File: config.mk
export PLATFORM = sky130hd
export DESIGN_NAME = conv_window_gen
export DESIGN_NICKNAME = d
export VERILOG_FILES = /design/src/rtl/cnn_pkg.sv /design/src/rtl/conv_window_gen_line_buffer.sv /design/src/rtl/conv_window_gen.sv
export SDC_FILE = /design/constraint.sdc
export NUM_CORES = 2
export LEC_CHECK = 0
export ABC_CLOCK_PERIOD_IN_PS = 5700
export BUFFER_PORTS_ARGS = -buffer_cell sky130_fd_sc_hd__buf_2
export CORE_MARGIN = 5
export CORE_UTILIZATION = 48
export CTS_CLUSTER_SIZE = 24
export DETAILED_ROUTE_END_ITERATION = 8
export GPL_TIMING_DRIVEN = 0
export SYNTH_ARGS = -nofsm -noshare
export SYNTH_HDL_FRONTEND = slang
export SYNTH_HIERARCHICAL = 1
export SYNTH_SLANG_ARGS = --single-unit
File: constraint.sdc
create_clock -name clk -period 5.7 [get_ports clk]
set_clock_uncertainty 0.15 [all_clocks]
set_input_delay 0.855 -clock clk [delete_from_list [all_inputs] [get_ports clk]]
set_output_delay 0.855 -clock clk [all_outputs]
set_load 0.01 [all_outputs]
File: src/rtl/cnn_pkg.sv
// cnn_pkg: shared pixel type, CNN sizing constants and window-generator state encoding
package cnn_pkg;
  localparam int DATA_SIZE = 16;
  localparam int MAX_IMG_SIZE = 32;
  localparam int CONV_K = 5;
  typedef logic [DATA_SIZE-1:0] pixel_t;
  typedef enum logic [1:0] {IDLE, RUN, FLUSH} win_state_t;
endpackage

File: src/rtl/conv_window_gen_line_buffer.sv
// line_buffer: one image row of storage, read-before-write at a shared column address
module line_buffer #(
  parameter int DATA_WIDTH = 16,
  parameter int DEPTH = 32,
  parameter int ADDR_WIDTH = $clog2(DEPTH)
) (
  input  logic                  clk,
  input  logic                  rst_n,
  input  logic                  we,
  input  logic [ADDR_WIDTH-1:0] addr,
  input  logic [DATA_WIDTH-1:0] wr_data,
  output logic [DATA_WIDTH-1:0] rd_data
);
  logic [DATA_WIDTH-1:0] mem [DEPTH];
  assign rd_data = mem[addr];
  always_ff @(posedge clk or negedge rst_n)
    if (!rst_n)
      for (int i = 0; i < DEPTH; i++) mem[i] <= '0;
    else if (we)
      mem[addr] <= wr_data;
endmodule

File: src/rtl/conv_window_gen.sv
// conv_window_gen: stride-1 KxK valid-window generator over a row-major pixel stream (CONV_WINDOW_STRIDE2_EN selects stride 2)
module conv_window_gen
  import cnn_pkg::*;
#(
  parameter int DATA_WIDTH = DATA_SIZE,
  parameter int MAX_IMG = MAX_IMG_SIZE,
  parameter int K = CONV_K
) (
  input  logic                      clk,
  input  logic                      rst_n,
  input  logic                      start,
  input  logic [5:0]                imgSize,
  input  logic [DATA_WIDTH-1:0]     pixIn,
  input  logic                      pixValid,
  output logic                      pixReady,
  output logic [K*K*DATA_WIDTH-1:0] window,
  output logic                      winValid,
  input  logic                      winReady,
  output logic                      busy,
  output logic                      done
);
  localparam int AW = $clog2(MAX_IMG);
  localparam logic [5:0] KM1 = 6'(K - 1);
  win_state_t state, state_nx;
  logic [5:0] n, row, col;
  logic accept, last, emit, phase_ok;
  logic [DATA_WIDTH-1:0] lb_wr [K-1];
  logic [DATA_WIDTH-1:0] lb_rd [K-1];
  logic [DATA_WIDTH-1:0] new_col [K];
  logic [DATA_WIDTH-1:0] win [K][K];
`ifdef CONV_WINDOW_STRIDE2_EN
  assign phase_ok = (row[0] == KM1[0]) && (col[0] == KM1[0]);
`else
  assign phase_ok = 1'b1;
`endif
  always_comb begin
    pixReady = (state == RUN) && !(winValid && !winReady);
    accept = pixValid && pixReady;
    last = (row == n - 6'd1) && (col == n - 6'd1);
    emit = accept && (row >= KM1) && (col >= KM1) && phase_ok;
    busy = state != IDLE;
    done = (state == FLUSH) && !winValid;
    state_nx = (state == IDLE && start) ? RUN :
               (state == RUN && accept && last) ? FLUSH :
               done ? IDLE : state;
  end
  always_ff @(posedge clk or negedge rst_n)
    if (!rst_n) state <= IDLE;
    else state <= state_nx;
  always_ff @(posedge clk or negedge rst_n)
    if (!rst_n) begin
      n <= '0;
      row <= '0;
      col <= '0;
      winValid <= 1'b0;
    end else begin
      if (state == IDLE && start) begin
        n <= (imgSize == 6'd0 || imgSize > 6'(MAX_IMG)) ? 6'(MAX_IMG) : imgSize;
        row <= '0;
        col <= '0;
      end else if (accept) begin
        col <= (col == n - 6'd1) ? 6'd0 : col + 6'd1;
        row <= (col == n - 6'd1) ? row + 6'd1 : row;
      end
      winValid <= emit || (winValid && !winReady);
    end
  assign lb_wr[0] = pixIn;
  for (genvar i = 1; i < K - 1; i++) begin : g_chain
    assign lb_wr[i] = lb_rd[i-1];
  end
  for (genvar i = 0; i < K - 1; i++) begin : g_lb
    line_buffer #(.DATA_WIDTH(DATA_WIDTH), .DEPTH(MAX_IMG)) u_lb (
      .clk(clk),
      .rst_n(rst_n),
      .we(accept),
      .addr(col[AW-1:0]),
      .wr_data(lb_wr[i]),
      .rd_data(lb_rd[i])
    );
  end
  for (genvar r = 0; r < K - 1; r++) begin : g_col
    assign new_col[r] = lb_rd[K-2-r];
  end
  assign new_col[K-1] = pixIn;
  always_ff @(posedge clk or negedge rst_n)
    if (!rst_n) begin
      for (int r = 0; r < K; r++)
        for (int c = 0; c < K; c++) win[r][c] <= '0;
    end else if (accept) begin
      for (int r = 0; r < K; r++) begin
        for (int c = 0; c < K - 1; c++) win[r][c] <= win[r][c+1];
        win[r][K-1] <= new_col[r];
      end
    end
  for (genvar r = 0; r < K; r++) begin : g_row
    for (genvar c = 0; c < K; c++) begin : g_el
      assign window[(r*K+c)*DATA_WIDTH +: DATA_WIDTH] = win[r][c];
    end
  end
endmodule

# [Yosys cells after proc, flatten, opt, wreduce, memory -nomap -nowiden]
# Cells that the tools add are included.
[word_totals] regBits=2469 output_inout_bits=404 in_bits=27 elab_cells=222
[classes] add_sub_neg=3 bitwise=1 muxes=28 n_eq_ne=4 order_cmp=5 n_reduce_logical=23
[op_table] cell="$bwmux W512" n=4
[op_table] cell="$bmux W16 S5" n=4
[op_table] cell="$mux W16" n=9
[op_table] cell="$demux W16 S5" n=1
[op_table] cell="$mux W6" n=7
[op_table] cell="$add A6 B1 Y6 const B" n=2
[op_table] cell="$eq A6 B6 Y1" n=2
[op_table] cell="$ge A6 B3 Y1 const B" n=2
[op_table] cell="$logic_and A1 B1 Y1" n=11
[op_table] cell="$ge A6 B6 Y1 const B" n=1
[op_table] cell="$gt A6 B6 Y1 const B" n=1
[op_table] cell="$logic_not A6 Y1" n=1
[op_table] cell="$lt A6 B1 Y1 const B" n=1
[op_table] cell="$mux W2" n=3
[op_table] cell="$not A5 Y6" n=1
[op_table] cell="$reduce_bool A2 Y1" n=3
[op_table] cell="$sub A6 B1 Y6 const B" n=1
[op_table] cell="$logic_not A1 Y1" n=3
[op_table] cell="$reduce_bool A3 Y1" n=1
[op_table] cell="$eq A2 B1 Y1 const B" n=1
[op_table] cell="$eq A2 B2 Y1 const B" n=1
[op_table] cell="$logic_not A2 Y1" n=1
[op_table] cell="$logic_or A1 B1 Y1" n=2
[op_table] cell="$reduce_and A2 Y1" n=1

# [Depth between registers and ports, before layout]
[logic_depth] ltp_word=9 depth_mapped=12 ltp_nobuf=7

# [Modules after synthesis]
# The synthesis kept the hierarchy.
[by_module_without_submodules] module="line_buffer" seq_area_each_um2=12812.3 area_per_inst_um2=23607.6 cells_each=1670 instances=4
[by_module_without_submodules] module="conv_window_gen" seq_area_each_um2=10535.1 area_per_inst_um2=16198.0 cells_each=1836 instances=1

# [Worst setup path after synthesis]
# Ideal clock, no wire load.
[synth_path] path_kind="input port to flip-flop" startpoint="input port winReady" endpoint="register g_lb[0].u_lb/mem[309] (netlist bit)" n_path_buf=5 arrival_time_ps=3720 setup_ps=125 required_time_ps=5425 stages=11 slack_ps=1706 cell_sequence="nand2b_1 -> nand4b_1 -> clkbuf_1 -> inv_1 -> buf_2 -> buf_1 -> or3b_1 -> buf_6 -> nor3_4 -> buf_6 -> mux2_2"
[synth_between] elab_chain_len=5
[synth_lines] element="start: declaration" line="conv_window_gen.sv:18" rtl="input logic winReady,"
[synth_lines] element="$logic_not A1 Y1" line="conv_window_gen.sv:37" rtl="pixReady = (state == RUN) && !(winValid && !winReady);"
[synth_lines] element="$logic_and A1 B1 Y1" line="conv_window_gen.sv:37"
[synth_lines] element="$logic_not A1 Y1" line="conv_window_gen.sv:37"
[synth_lines] element="$logic_and A1 B1 Y1" line="conv_window_gen.sv:37"
[synth_lines] element="$logic_and A1 B1 Y1" line="conv_window_gen.sv:38" rtl="accept = pixValid && pixReady;"
[synth_lines] element="net accept" line="conv_window_gen.sv:26" rtl="logic accept, last, emit, phase_ok;"
[synth_lines] element="end signal: indexed assignment" line="conv_window_gen_line_buffer.sv:20" rtl="mem[addr] <= wr_data;"
[synth_lines] element="end: declaration" line="conv_window_gen_line_buffer.sv:14" rtl="logic [DATA_WIDTH-1:0] mem [DEPTH];"
# The timed path passes the listed nets, and every way through them passes these cells.
# A chain may end at the register's enable or synchronous reset.

==> impl_metrics.yaml <==
worst_setup_path:
  crit_arrival_ps: 6030
  end_kind: "flop"
  required_ps: 6330
  path_common_cell: "clkbuf_1"
  cp-start-kind: "flop"
  crit_path_top_delay_cell: "dfrtp_1"
  cp_cell_sequence: "buf_2 -> nand4bb_1 -> clkbuf_1 -> clkbuf_1 -> o22ai_1 -> nor4_1 -> nand2_1 -> clkbuf_1 -> mux2_2"
  critPathMaxStageDelay_ps: 1150
  worstSetupPathType: "reg2reg"
  crit_fanout: 17
  path_buf_inv: 4
  crit_family: "buffers and inverters"
sta:
  max_freq_ghz: 0.185
  holdWs_ps: 64.5
  slew_headroom_pct: 0.684
  drv_slew: 0
  min_period_over_period_pct: 94.6
  setup_viol: 0
  fin_tns_setup_ps: 0
  rsz0062_at_grt: "no"
  hold_violations: 0
  tightestPinTransition_ps: 1490
  fin_crit_ps: 5390
yosys:
  ys_warn_count: 6
  synth_xor_area_share_pct: 0.193
  ys_async_sr_fraction_pct: 100
  synth.area.mux_share_pct: 30.1
  synth_fa_ha_area_share_pct: 0.0565
  yosys.area_share.simple_pct: 7.65
  seq_area_frac_synth_pct: 55.8
  yosysMostFrequentCell: "dfrtp_1"
  synth_top_cell_by_area: "dfrtp_1"
  syn_area_mm2: 0.111
  synth_ff_type: "dfrtp_1"
  synth-seq-cells: 2469
  ys_types: 56
  synthTopCellsByCount: "2469 x dfrtp_1, 2044 x mux2_2, 1284 x nand2_1"
  synth_top_area_share_pct: 55.8
  synth_cells: 8516
  synth-compound-area-share_pct: 3.01
  synth_nets: 8548
  synth_top_family_by_area: "multiplexers"
  synth.top_cells.by_area: "dfrtp_1 56%, mux2_2 21%, mux2i_1 9.3%"
  synth_edf_count: 0
  synth_area_per_cell_um2: 13.0
clock_network:
  numCtsBuffers: 286
  post-cts-setup-buffers: 0
  clkSinkCount: 2469
  clock_path_buffers: 4
  clk_pin_slew_ps: 60
  cts_resized: 0
  holdBufCountCts: 1
  clock_latency_ps: 940
  cts_root_buffer: "clkbuf_16"
  tritoncts: "built"
  htreeDepth: 5
die:
  row_count: 176
  die_y_um: 490
  coreArea_mm2: 0.230
  ioPinCount: 431
  die_area_mm2: 0.240
  die-width_um: 490
  initial_core_util_pct: 48.2
placed_design:
  place.detailed.hpwl_um: 247000
  place.gp.congestion: 0.894
  io_buffers: 430
  place_area_mm2: 0.117
grt:
  met3_usage_pct: 3.38
  grt-busiest-layer: "met2"
  grt.total_usage_pct: 27.3
  antenna_found_initial: 10
  grt_max_degree: 172
  grt_pass1_wl_um: 497000
  met1_usage_pct: 37.0
  met2_usage_pct: 44.7
  first_global_vias: 74300
  grt_overflow_total: 0
layout:
  n_fill_cell: 19300
  drive_gt1_share_pct: 36.2
  syn_to_final_growth_pct: 14.2
  final_core_util_pct: 55.0
  nNetsFinal: 9284
  final_area_mm2: 0.126
routing:
  drc: 0
  drt_pass1_iterations: 8
  drt_wl_total_um: 334000
  drt_iter0_drc: 4961
  wl_per_cell_um: 26.7
  ant_nets: 0
  vias_per_cell: 5.77
  vias: 72100
run_status:
  status: "finished with violations"
  violations: "capacitance limit"
power_and_ir_drop:
  p_leak_nw: 62.6
  p_per_area_mw_per_mm2: 516
  peakVddDrop_uv: 343
min_path:
  hold_path_class: "in2reg"
run:
  drv_cap: 1
-- state kept, by name, indices dropped and copies added (netlist names) --
register	flops
n	6
g_lb.u_lb/mem	2048
col	6
row	6
window	400
winValid	1
state	2
-- placed cells by master (no fill, tap or decap), types with 6 or more instances in the layout --
| cell | n |
|---|---|
| nor3_4 | 20 |
| nand3b_4 | 8 |
| inv_6 | 6 |
| nor2_4 | 24 |
| diode_2 | 8 |
| nor3b_4 | 12 |
| or4_1 | 7 |
| clkbuf_2 | 8 |
| o22ai_1 | 512 |
| buf_6 | 41 |
| or4b_2 | 12 |
| inv_1 | 10 |
| clkbuf_8 | 56 |
| buf_16 | 16 |
| nand4b_1 | 13 |
| mux2_2 | 2044 |
| mux2i_1 | 1025 |
| clkbuf_16 | 296 |
| nor2_1 | 10 |
| nand4_1 | 10 |
| nand2_1 | 1284 |
| and3_1 | 6 |
| nor4_1 | 132 |
| buf_4 | 64 |
| xor2_1 | 11 |
| buf_2 | 640 |
| nand3_2 | 24 |
| clkbuf_1 | 427 |
| xnor2_1 | 9 |
| bufinv_16 | 16 |
| clkinv_2 | 38 |
| nor2_2 | 28 |
| nor3_1 | 9 |
| o21ai_0 | 6 |
| dfrtp_1 | 2466 |
| nand4bb_1 | 20 |
| nand2_2 | 44 |
| a21oi_1 | 8 |
-- power by group --
group          internal [mW]  switching [mW]
Combinational           7.92            14.3
Clock                   10.9            7.20
Sequential              21.9            2.89
Total                   40.7            24.4
-- worst paths after layout --
kind                        startpoint                   end  slack [ps]  cells after the start
max                             col[4]  g_lb[3].u_lb/mem[24]         310                      9
max reg2reg                     col[4]  g_lb[3].u_lb/mem[24]         310                      9
max in group asynchronous        rst_n           window[219]        1350                      7
min in group asynchronous        rst_n            window[14]         320                      2
min reg2reg                window[161]           window[161]         320                      2
min                         imgSize[3]                  n[3]          60                      3
-- final cells by class --
| type | count | area (µm²) | area share [%] |
|---|---|---|---|
| multi-input cells | 5346 | 45400 | 35.9 |
| repair buffers | 448 | 2640 | 2.09 |
| plain buffers | 691 | 3420 | 2.70 |
| diodes | 8 | 20.0 | 0.0158 |
| clock inverters | 68 | 815 | 0.645 |
| well taps | 3026 | 3790 | 3.00 |
| clock buffers | 417 | 8420 | 6.67 |
| inverters | 10 | 37.5 | 0.0297 |
| flip-flops and latches | 2469 | 61800 | 48.9 |
-- through the flow --
stage               cells  worst slack (ps)  power [mW]
finish              12500               306        65.1
global placement    12000            -50620        46.8
CTS                 12500               359        65.5
global route        12500               230        68.0
detailed placement  12000               375        47.3
floorplan            8516              1710        37.5
-- worst register-to-register path, stage by stage (launching register included) --
cell	delay, ps
dfrtp_1	1150
buf_2	420
nand4bb_1	150
clkbuf_1	410
clkbuf_1	490
o22ai_1	220
nor4_1	660
nand2_1	750
clkbuf_1	510
mux2_2	370
-- metal layers --
| layer | vias up | share of wire (%) |
|---|---|---|
| li1 | 31700 | - |
| met1 | 38000 | 43 |
| met2 | 1669 | 48 |
| met3 | 606 | 4.0 |
| met4 | 6 | 4.7 |
| met5 | - | 0.010 |
-- cell families (layout without fill, tap and decap cells) --
kind of cell    count (synthesis)  in the layout
buf+inv                       701           1634
mux                          3073           3073
flops                        2469           2469
xor+xnor                       22             22
fa+ha+maj                       5              5
other cells                     0              8
compound gates                534            534
simple gates                 1712           1712
Power figures use the tool's default switching activity.
